<file path="config.mk">
export PLATFORM = sky130hd
export DESIGN_NAME = divider_sequencer
export DESIGN_NICKNAME = d
export VERILOG_FILES = /design/src/rtl/divider_sequencer.sv
export SDC_FILE = /design/constraint.sdc
export NUM_CORES = 1
export LEC_CHECK = 0
export ABC_AREA = 1
export CORE_ASPECT_RATIO = 0.9
export CORE_MARGIN = 4
export CORE_UTILIZATION = 57
export DETAILED_ROUTE_END_ITERATION = 16
export GPL_ROUTABILITY_DRIVEN = 0
export PLACE_DENSITY = 0.79
export SLEW_MARGIN = 0
export SYNTH_ARGS = -nofsm -noshare
export SYNTH_HDL_FRONTEND = slang
export SYNTH_SLANG_ARGS = --single-unit
</file>
<file path="constraint.sdc">
create_clock -name clk -period 1.5 [get_ports clk]
set_input_delay 0.15 -clock clk [delete_from_list [all_inputs] [get_ports clk]]
set_output_delay 0.15 -clock clk [all_outputs]
set_load 0.02 [all_outputs]
</file>
<file path="src/rtl/divider_sequencer.sv">
// Sequencing controller for the programmable clock divider path: steps through a
// table of {divide ratio, dwell} entries, producing a tick enable and a divided clock.
module divider_sequencer #(
    parameter int unsigned STEPS = 4,
    parameter int unsigned NW    = 4,
    parameter int unsigned DW    = 4,
    localparam int unsigned SW   = (STEPS > 1) ? $clog2(STEPS) : 1
) (
    input  logic          clk,
    input  logic          rst,
    input  logic          cfg_we,
    input  logic [SW-1:0] cfg_addr,
    input  logic [NW-1:0] cfg_n,
    input  logic [DW-1:0] cfg_dwell,
    input  logic [SW-1:0] last_step,
    input  logic          start,
    input  logic          abort,
    output logic          busy,
    output logic          done,
    output logic [SW-1:0] step,
    output logic          tick,
    output logic          clkout
);

    typedef enum logic [1:0] {
        IDLE = 2'd0,
        LOAD = 2'd1,
        RUN  = 2'd2
    } state_e;

    state_e        state_q, state_d;
    logic [SW-1:0] step_q, step_d;
    logic [SW-1:0] last_q, last_d;
    logic [NW-1:0] n_act_q, n_act_d;
    logic [DW-1:0] dw_act_q, dw_act_d;
    logic [NW-1:0] cnt_q, cnt_d;
    logic [DW-1:0] tcnt_q, tcnt_d;
    logic          clkout_q, clkout_d;
    logic          done_q, done_d;
    logic          tick_c;

    logic [NW-1:0] n_tbl_q  [STEPS];
    logic [DW-1:0] dw_tbl_q [STEPS];

    // Ratio/dwell table, writable in any state; entries are sampled only at LOAD
    always_ff @(posedge clk) begin
        if (rst) begin
            for (int i = 0; i < int'(STEPS); i++) begin
                n_tbl_q[i]  <= '0;
                dw_tbl_q[i] <= '0;
            end
        end else if (cfg_we) begin
            n_tbl_q[cfg_addr]  <= cfg_n;
            dw_tbl_q[cfg_addr] <= cfg_dwell;
        end
    end

    assign tick_c = (state_q == RUN) && (cnt_q == n_act_q);

    // Next-state and datapath update; abort outranks tick, advance and completion
    always_comb begin
        state_d  = state_q;
        step_d   = step_q;
        last_d   = last_q;
        n_act_d  = n_act_q;
        dw_act_d = dw_act_q;
        cnt_d    = cnt_q;
        tcnt_d   = tcnt_q;
        clkout_d = clkout_q;
        done_d   = 1'b0;

        unique case (state_q)
            IDLE: begin
                if (start) begin
                    last_d  = last_step;
                    step_d  = '0;
                    state_d = LOAD;
                end
            end
            LOAD: begin
                if (abort) begin
                    state_d  = IDLE;
                    step_d   = '0;
                    clkout_d = 1'b0;
                end else begin
                    n_act_d  = n_tbl_q[step_q];
                    dw_act_d = dw_tbl_q[step_q];
                    cnt_d    = '0;
                    tcnt_d   = '0;
                    state_d  = RUN;
                end
            end
            RUN: begin
                if (abort) begin
                    state_d  = IDLE;
                    step_d   = '0;
                    clkout_d = 1'b0;
                end else if (tick_c) begin
                    cnt_d    = '0;
                    tcnt_d   = tcnt_q + DW'(1);
                    clkout_d = ~clkout_q;
                    if (tcnt_q == dw_act_q) begin
                        if (step_q < last_q) begin
                            step_d  = step_q + SW'(1);
                            state_d = LOAD;
                        end else begin
                            state_d  = IDLE;
                            step_d   = '0;
                            clkout_d = 1'b0;
                            done_d   = 1'b1;
                        end
                    end
                end else begin
                    cnt_d = cnt_q + NW'(1);
                end
            end
            default: begin
                state_d  = IDLE;
                step_d   = '0;
                clkout_d = 1'b0;
            end
        endcase
    end

    always_ff @(posedge clk) begin
        if (rst) begin
            state_q  <= IDLE;
            step_q   <= '0;
            last_q   <= '0;
            n_act_q  <= '0;
            dw_act_q <= '0;
            cnt_q    <= '0;
            tcnt_q   <= '0;
            clkout_q <= 1'b0;
            done_q   <= 1'b0;
        end else begin
            state_q  <= state_d;
            step_q   <= step_d;
            last_q   <= last_d;
            n_act_q  <= n_act_d;
            dw_act_q <= dw_act_d;
            cnt_q    <= cnt_d;
            tcnt_q   <= tcnt_d;
            clkout_q <= clkout_d;
            done_q   <= done_d;
        end
    end

    assign busy   = (state_q != IDLE);
    assign done   = done_q;
    assign step   = step_q;
    assign tick   = tick_c;
    assign clkout = clkout_q;

endmodule

</file>
; Word level (Yosys, flattened, before mapping)
; Memories as Yosys holds them, arrays and structs flattened. A register that Yosys moved wholly into a read port is not among the register bits.
; Cells that the tools add are included.
[word_totals]
regBits = 16
mem_bits_rw = 32
in_bits = 17
output_inout_bits = 6
wordCells = 83
n_memories = 2
[classes]
addsub = 3
n_lt_le_gt_ge = 1
eq_ne = 11
mux = 39
bitwise = 6
reduce_logical = 14
[mem_list]
columns = memory, words, word_bits, rd, rd_clocked_by_memory_dff, write_ports, line_no
row1 = dw_tbl_q, 4, 4, 1, 1, 4, 43  ; logic [DW-1:0] dw_tbl_q [STEPS];
row2 = n_tbl_q, 4, 4, 1, 1, 4, 42  ; logic [NW-1:0] n_tbl_q [STEPS];
[ops]
columns = operator, count
row1 = 2-to-1 mux 4 bit, 7
row2 = 2-to-1 mux 2 bit, 13
row3 = one-hot mux 4 bit (2 select lines), 2
row4 = 2-to-1 mux 1 bit, 14
row5 = one-hot mux 2 bit (3 select lines), 2
row6 = "!= test 2 bit, second input constant", 5
row7 = AND reduction 3 bit, 3
row8 = "adder 4 x 1 -> 4 bit, second input constant", 2
row9 = == test 4 bit, 2
row10 = AND reduction 4 bit, 2
row11 = OR reduction 4 bit, 2
row12 = inverter 1 bit, 6
row13 = OR reduction 5 bit, 1
row14 = AND reduction 2 bit, 2
row15 = nonzero test 2 bit, 2
row16 = "!= test 3 x 2 -> 1 bit, second input constant", 1
row17 = "!= test 3 bit, second input constant", 1
row18 = one-hot mux 1 bit (3 select lines), 1
row19 = "adder 2 x 1 -> 2 bit, second input constant", 1
row20 = "== test 2 x 1 -> 1 bit, second input constant", 1
row21 = "== test 2 bit, second input constant", 1
row22 = logical NOT 2 bit, 1
row23 = less-than comparator 2 bit, 1
row24 = logical AND 1 bit, 1

; Longest topological paths before layout
; Gate-level depths: netlist (run 1).
[logic_depth]
depth_word = 6
ltp_mapped = 11
depth_no_buf = 11

; Least setup slack after synthesis (run 1)
; Ideal clock, no wire load.
[synth_timing]
path_type = input to register
startpoint = input port rst
endpoint = memory dw_tbl_q[0][0] (enable)
setup_time_ns = 0.329
arrival_time_ns = 1.038
slack_ns = 0.133
stages = 6
n_path_buf = 1
path_cell_list = buf_4 > nor2_1 > inv_2 > nor2_1 > nand2_1 > nand2_1
[synth_rtl]
columns = element, line_no
row1 = start: declaration, 10  ; input logic rst,
row2 = end: declaration, 43

; Final worst setup path (run 1)
[layout_timing]
startpoint = register clkout_q, in the netlist clkout
endpoint = output port clkout
[layout_rtl]
columns = element, line_no
row1 = start: declaration, 38  ; logic clkout_q, clkout_d;
row2 = start signal: assignment, 144  ; clkout_q <= clkout_d;
row3 = end: declaration, 22  ; output logic clkout
; No word-level cell between the ends.

==> run summary, run 1 <==
Capture point of the worst reg-to-reg path: state_q[0]
Number of global-route vias before repair: 2195
Seq/Total Area, Yosys: 52.7%
Clk Latency, worst-skew pair: 310 ps
Top Ports: 23
Skew final: 8.71 ps
Portion of netlist area occupied by mux cells: 0%
Syn_area_per_cell: 8.37 sq um
Post-Syn Area: 2740 sq um
Final core occ: 74.4%
Drt total wl: 5.52 mm
Initial antenna violation count: 0
Pins over their slew limit: 0
Slew HR: 78.7%
Startpoint Class: flop
Clock transition at path regs: 100 ps
FF-to-FF setup slack: 80 ps
Row count: 23
Switching Fraction: 29.1%
Minimum clock period: 1430 ps
CTS sink cnt: 56
Synthesized net count: 347
Clock Path Buffers: 2
Core area: 4550 sq um
First-pass GRT wire length: 9.46 mm
Via density: 5.12
Antenna-violating nets left: 0
CP max stage delay: 610 ps
Leakage: 1.52 nW
Tcrit/Tclk final: 95.2%
Diode count: 0
Worst Path Max Fanout: 3
Area fraction of the dominant cell type after synthesis: 35.1%
WS Path Type: flop to output port
Synth Area in Simple Gates: 24.3%
Reg2Reg Launch Point: n_act_q[2]
CTS H-tree lvls: 2
Hold-fix buffers at CTS: 0
Hold Vio Cnt, Final: 0
Adder-cell share of the synthesized area: 1.37%
Cells after Synth: 327
XOR/XNOR Fraction of Synth Area: 0.640%
Largest net degree at the start of global routing: 19
Fmax: 700 MHz
Synth warn: 0
I/O Buffers: 22
CP Launch Point: clkout
HP Class: flop to flop
Vias: 2266
Clock Tree Root: clkbuf_8
Status: completed
Seq cells post-synth: 56
Crit. End Element: output port
Routed WL per cell: 12.5 microns
Worst Path Required: 1350 ps
CTS tree: yes
Commonest non-fill, non-tap cell in the layout: nor2_1
# DRC: 0
Area Overhead vs Synth: 23.7%
Max Cap Viol: 0
Total die area: 5970 sq um
CP top delay family: buffers and inverters
Total CTS buffers: 5
Synth area leaders: edfxtp_1, dfxtp_1, nor2_1, nand2_1, inv_1
CP Capture Point: clkout
Buffer and inverter count on the worst path: 1
Internal power: 2.62 mW
CP max stage cell: clkdlybuf4s50_1
Cell Chain, Critical Path: clkdlybuf4s50_1
Iter 0 DRT Violations: 111
Final #Nets: 400
Pwr Density: 1090 nW/um^2
Cell depth of the worst setup path: 1
Clock Power Share: 26.0%
Psw: 1.07 mW
Dpl ws: -157 ps
VDD IR max: 0.000813 V
Post-route cell area: 3380 sq um
Hold Worst Slack: 465 ps
Chip width: 81.0 microns
Combinational family with the most area after synthesis: simple AND/OR/NAND/NOR gates
Global Route Usage Sum: 20.8%
DPL Wire Length: 4.02 mm
Register share of total power: 48.9%
Final Setup Violations: 0
Complex-gate fraction of the synthesized area: 12.3%
Cell taking the most area after synthesis: edfxtp_1
Crit path DAT: 1280 ps
Post-DP Area: 3210 sq um
Fraction of layout instances using a drive strength above 1: 22.8%
Most frequent cells in the layout: nor2_1, nand2_1, inv_1
Initial core utilization: 60.2%
Worst Tran Pin Value: 319 ps
Combinational share of power: 25.0%
Grt ovf: 0
Distinct cells, synth: 29
Die Ht: 73.7 microns
Pre-Repair DR Iteration Count: 4
Worst Slack Setup Final: 72.1 ps
Worst-case reg-to-reg path depth: 10
state kept, by name, summed over array words and instances, names as in the netlist:
name	flops
last_q	2
step	2
n_act_q	4
state_q	2
tcnt_q	4
n_tbl_q	16
done	1
clkout	1
dw_act_q	4
cnt_q	4
dw_tbl_q	16
synthesized netlist by cell type:
cell and n:
o21ai_1 10, a211oi_1 1, clkbuf_8 1, ha_1 3, buf_4 1, xnor2_1 1
nor3_1 3, o21ai_0 20, edfxtp_1 32, nor2_1 66, a21o_1 1, nand2_4 3
nand2_1 48, a21oi_1 21, buf_2 5, inv_1 38, clkbuf_1 1, inv_2 9
dfxtp_1 24, nor2_4 3, xor2_1 1, o22ai_1 8, nand3_1 13, a21oi_2 2
buf_1 1, inv_4 1, nor2_8 2, nor2_2 2, nand2_2 6
worst min-delay path by stage:
stage               startpoint        end  slack, ps  cells past startpoint
floorplan                start  last_q[0]        310                      2
CTS                  last_q[1]  last_q[1]        470                      2
finish               last_q[1]  last_q[1]        460                      2
detailed placement   last_q[1]  last_q[1]        450                      2
global route         last_q[1]  last_q[1]        490                      2
global placement     last_q[1]  last_q[1]        450                      2
cells by family (layout without fill, tap and decap cells):
logic type	after synthesis	after routing
simple gates	146	146
buf+inv	57	111
compound gates	63	63
xor+xnor	2	2
flops	56	56
fa+ha+maj	3	3
stage by stage:
stage	power, mW	std cells	TNS [ps]
global route	3.90	443	-47.4
CTS	3.64	441	0
detailed placement	2.70	433	-3820
floorplan	2.40	327	0
global placement	2.68	433	-3470
finish	3.69	443	0
area by class of cell:
cell class / count / area, sq um
Fill cell: 332 / 1160
Inverter: 48 / 183
Clock buffer: 5 / 68.8
Sequential cell: 56 / 1460
Timing Repair Buffer: 55 / 469
Clock inverter: 3 / 42.5
Tap cell: 62 / 77.6
Multi-Input combinational cell: 214 / 1090
routing by layer:
metal	up-vias	GRT usage, %	wire, microns
met2	73	35.5	2710
met1	1016	24.5	2320
li1	1162	-	-
met4	0	10.3	144
met5	-	0	0
met3	15	4.78	338
power groups by stage:
stage / Combinational, mW / Clock [mW] / Sequential (mW)
2_1_floorplan: 0.555 / 0 / 1.84
3_3_place_gp: 0.849 / 0 / 1.83
3_5_place_dp: 0.865 / 0 / 1.84
4_1_cts: 0.864 / 0.974 / 1.80
5_1_grt: 1.03 / 1.05 / 1.82
6_report: 0.924 / 0.959 / 1.81
repair_timing:
action / in CTS / in global routing
pin swaps: 0 / 5
endpoints found under the setup margin: 3 / 5
gates resized for setup: 8 / 21
buffers inserted: 0 / 2
Power figures use the tool's default switching activity.
==> run 2, diff against run 1 <==
--- a/config.mk
+++ b/config.mk
@@ -6,12 +6,14 @@
 export NUM_CORES = 1
 export LEC_CHECK = 0
 export ABC_AREA = 1
+export CELL_PAD_IN_SITES_DETAIL_PLACEMENT = 1
+export CELL_PAD_IN_SITES_GLOBAL_PLACEMENT = 1
 export CORE_ASPECT_RATIO = 0.9
 export CORE_MARGIN = 4
-export CORE_UTILIZATION = 57
+export CORE_UTILIZATION = 43
 export DETAILED_ROUTE_END_ITERATION = 16
 export GPL_ROUTABILITY_DRIVEN = 0
-export PLACE_DENSITY = 0.79
+export PLACE_DENSITY_LB_ADDON = 0.1
 export SLEW_MARGIN = 0
 export SYNTH_ARGS = -nofsm -noshare
 export SYNTH_HDL_FRONTEND = slang
==> run summary, run 2 (synthesis results as in run 1) <==
Hold Worst Slack: 454 ps
WS Path Type: flop to output port
Row count: 27
Worst-case reg-to-reg path depth: 12
HP Class: input pin to flop
Top Ports: 23
Max Cap Viol: 0
Post-route cell area: 3430 sq um
Number of global-route vias before repair: 2358
Fmax: 695 MHz
Reg2Reg Launch Point: cnt_q[0]
Die Ht: 83.7 microns
Vias: 2265
Initial core utilization: 44.5%
Iter 0 DRT Violations: 63
Clock Power Share: 24.3%
TNS Setup: 0 ps
Clock transition at path regs: 100 ps
Global Route Usage Sum: 19.1%
Final Setup Violations: 0
Minimum clock period: 1440 ps
Pins over their slew limit: 0
Diode count: 0
CTS H-tree lvls: 2
Grt ovf: 0
CP Launch Point: cnt_q[0]
Via density: 4.84
Initial antenna violation count: 0
Critical Path Most Common Cell: nand2_2
DPL Wire Length: 5.28 mm
CP Capture Point: tick
Commonest non-fill, non-tap cell in the layout: nor2_1
CTS sink cnt: 56
Most frequent cells in the layout: nor2_1, nand2_1, inv_1
Clock Tree Root: clkbuf_8
Antenna-violating nets left: 0
Total die area: 7710 sq um
Internal power: 2.47 mW
Worst Path Max Fanout: 3
Hold Vio Cnt, Final: 0
Worst Slack Setup Final: 61.7 ps
Largest net degree at the start of global routing: 20
Clk Latency, worst-skew pair: 320 ps
CP max stage cell: dfxtp_4
Chip width: 92.1 microns
Switching Fraction: 32.2%
Largest regs: dw_tbl_q (16), n_tbl_q (16)
Startpoint Class: flop
CP max stage delay: 390 ps
Number of cells on the worst hold path: 3
Drt total wl: 6.79 mm
First-pass GRT wire length: 11.6 mm
Final #Nets: 400
RSZ-0062 raised after global routing: yes
Cell Chain, Critical Path: inv_4 > nand2_2 > nand2_2 > nor2_4 > nand2_4 > nor2_8 > buf_6
Dpl ws: -240 ps
Register share of total power: 49.6%
Crit path DAT: 1290 ps
Post-DP Area: 3280 sq um
Worst Path Required: 1350 ps
Total CTS buffers: 5
Core area: 6150 sq um
Slew HR: 80.4%
CTS tree: yes
FF-to-FF setup slack: 100 ps
Skew final: 6.01 ps
Psw: 1.17 mW
Pre-Repair DR Iteration Count: 4
Crit. End Element: output port
VDD IR max: 0.000607 V
Leakage: 1.52 nW
Capture point of the worst reg-to-reg path: step[1]
Clock Path Buffers: 2
Routed WL per cell: 14.5 microns
Final core occ: 55.7%
Tcrit/Tclk final: 95.9%
Worst Tran Pin Value: 294 ps
I/O Buffers: 22
# DRC: 0
Status: completed
Combinational share of power: 26.0%
Fraction of layout instances using a drive strength above 1: 23.4%
Area Overhead vs Synth: 25.2%
Pwr Density: 1060 nW/um^2
==> run 2: cell types whose count changed in the layout (fill, tap and decap cells not counted), moves of 2 or more <==
cell / before / now
dfxtp_2: 11 / 8
inv_1: 38 / 36
buf_12: 0 / 2
buf_4: 33 / 30
dfxtp_4: 0 / 2
==> run 2: timing repair <==
item | CTS | global route
hold buffers | 0 | 0
setup endpoints to repair | 6 | 8
resized for setup | 12 | 22
setup buffers | 0 | 1
pin swaps | 0 | 4
==> run 2: worst min-delay path by stage <==
stage	slack (ps)	endpoint	start
floorplan	310	last_q[0]	start
global placement	450	last_q[1]	last_q[1]
detailed placement	460	last_q[1]	last_q[1]
CTS	450	last_q[0]	last_step[0]
global route	460	last_q[0]	last_step[0]
finish	450	last_q[0]	last_step[0]
==> run 2: layer usage <==
layer  track usage (%)  vias to the layer above  wire length, microns
met3              2.71                        7                   127
met4              5.67                        0                    87
met1              23.0                     1079                  2990
met2              35.1                       19                  3590
met5                 0                        -                     0
li1                  -                     1160                     -
==> run 2: per-stage QoR <==
step                total power, mW  std cells
finish                         3.63        468
CTS                            3.65        467
detailed placement             2.76        459
floorplan                      2.40        327
global route                   3.85        468
global placement               2.73        459
==> run 2: final cells by class <==
cell class / instances / area (sq um)
clock buffer: 5 / 68.8
clock inverter: 3 / 27.5
fill: 753 / 2720
inverter: 48 / 185
multi-input combinational: 214 / 1080
sequential: 56 / 1460
tap: 87 / 109
timing repair buffer: 55 / 497
==> run 2: worst max-delay path: cells and delay by family, from the launching register on <==
family | cells | cell delay, ps
buf+inv | 2 | 160
simple gates | 5 | 420
flops | 1 | 390
==> run 2: power groups by stage <==
stage / combinational (mW) / sequential [mW] / clock, mW
floorplan: 0.555 / 1.84 / 0
CTS: 0.921 / 1.80 / 0.919
global route: 1.05 / 1.82 / 0.981
finish: 0.946 / 1.80 / 0.884
detailed placement: 0.923 / 1.84 / 0
global placement: 0.899 / 1.83 / 0
==> run 3, diff against run 2 <==
--- a/config.mk
+++ b/config.mk
@@ -6,6 +6,7 @@
 export NUM_CORES = 1
 export LEC_CHECK = 0
 export ABC_AREA = 1
+export CAP_MARGIN = 20
 export CELL_PAD_IN_SITES_DETAIL_PLACEMENT = 1
 export CELL_PAD_IN_SITES_GLOBAL_PLACEMENT = 1
 export CORE_ASPECT_RATIO = 0.9
==> results of run 3 <==
The final DEF is identical to that of run 2; final timing and power are the same.
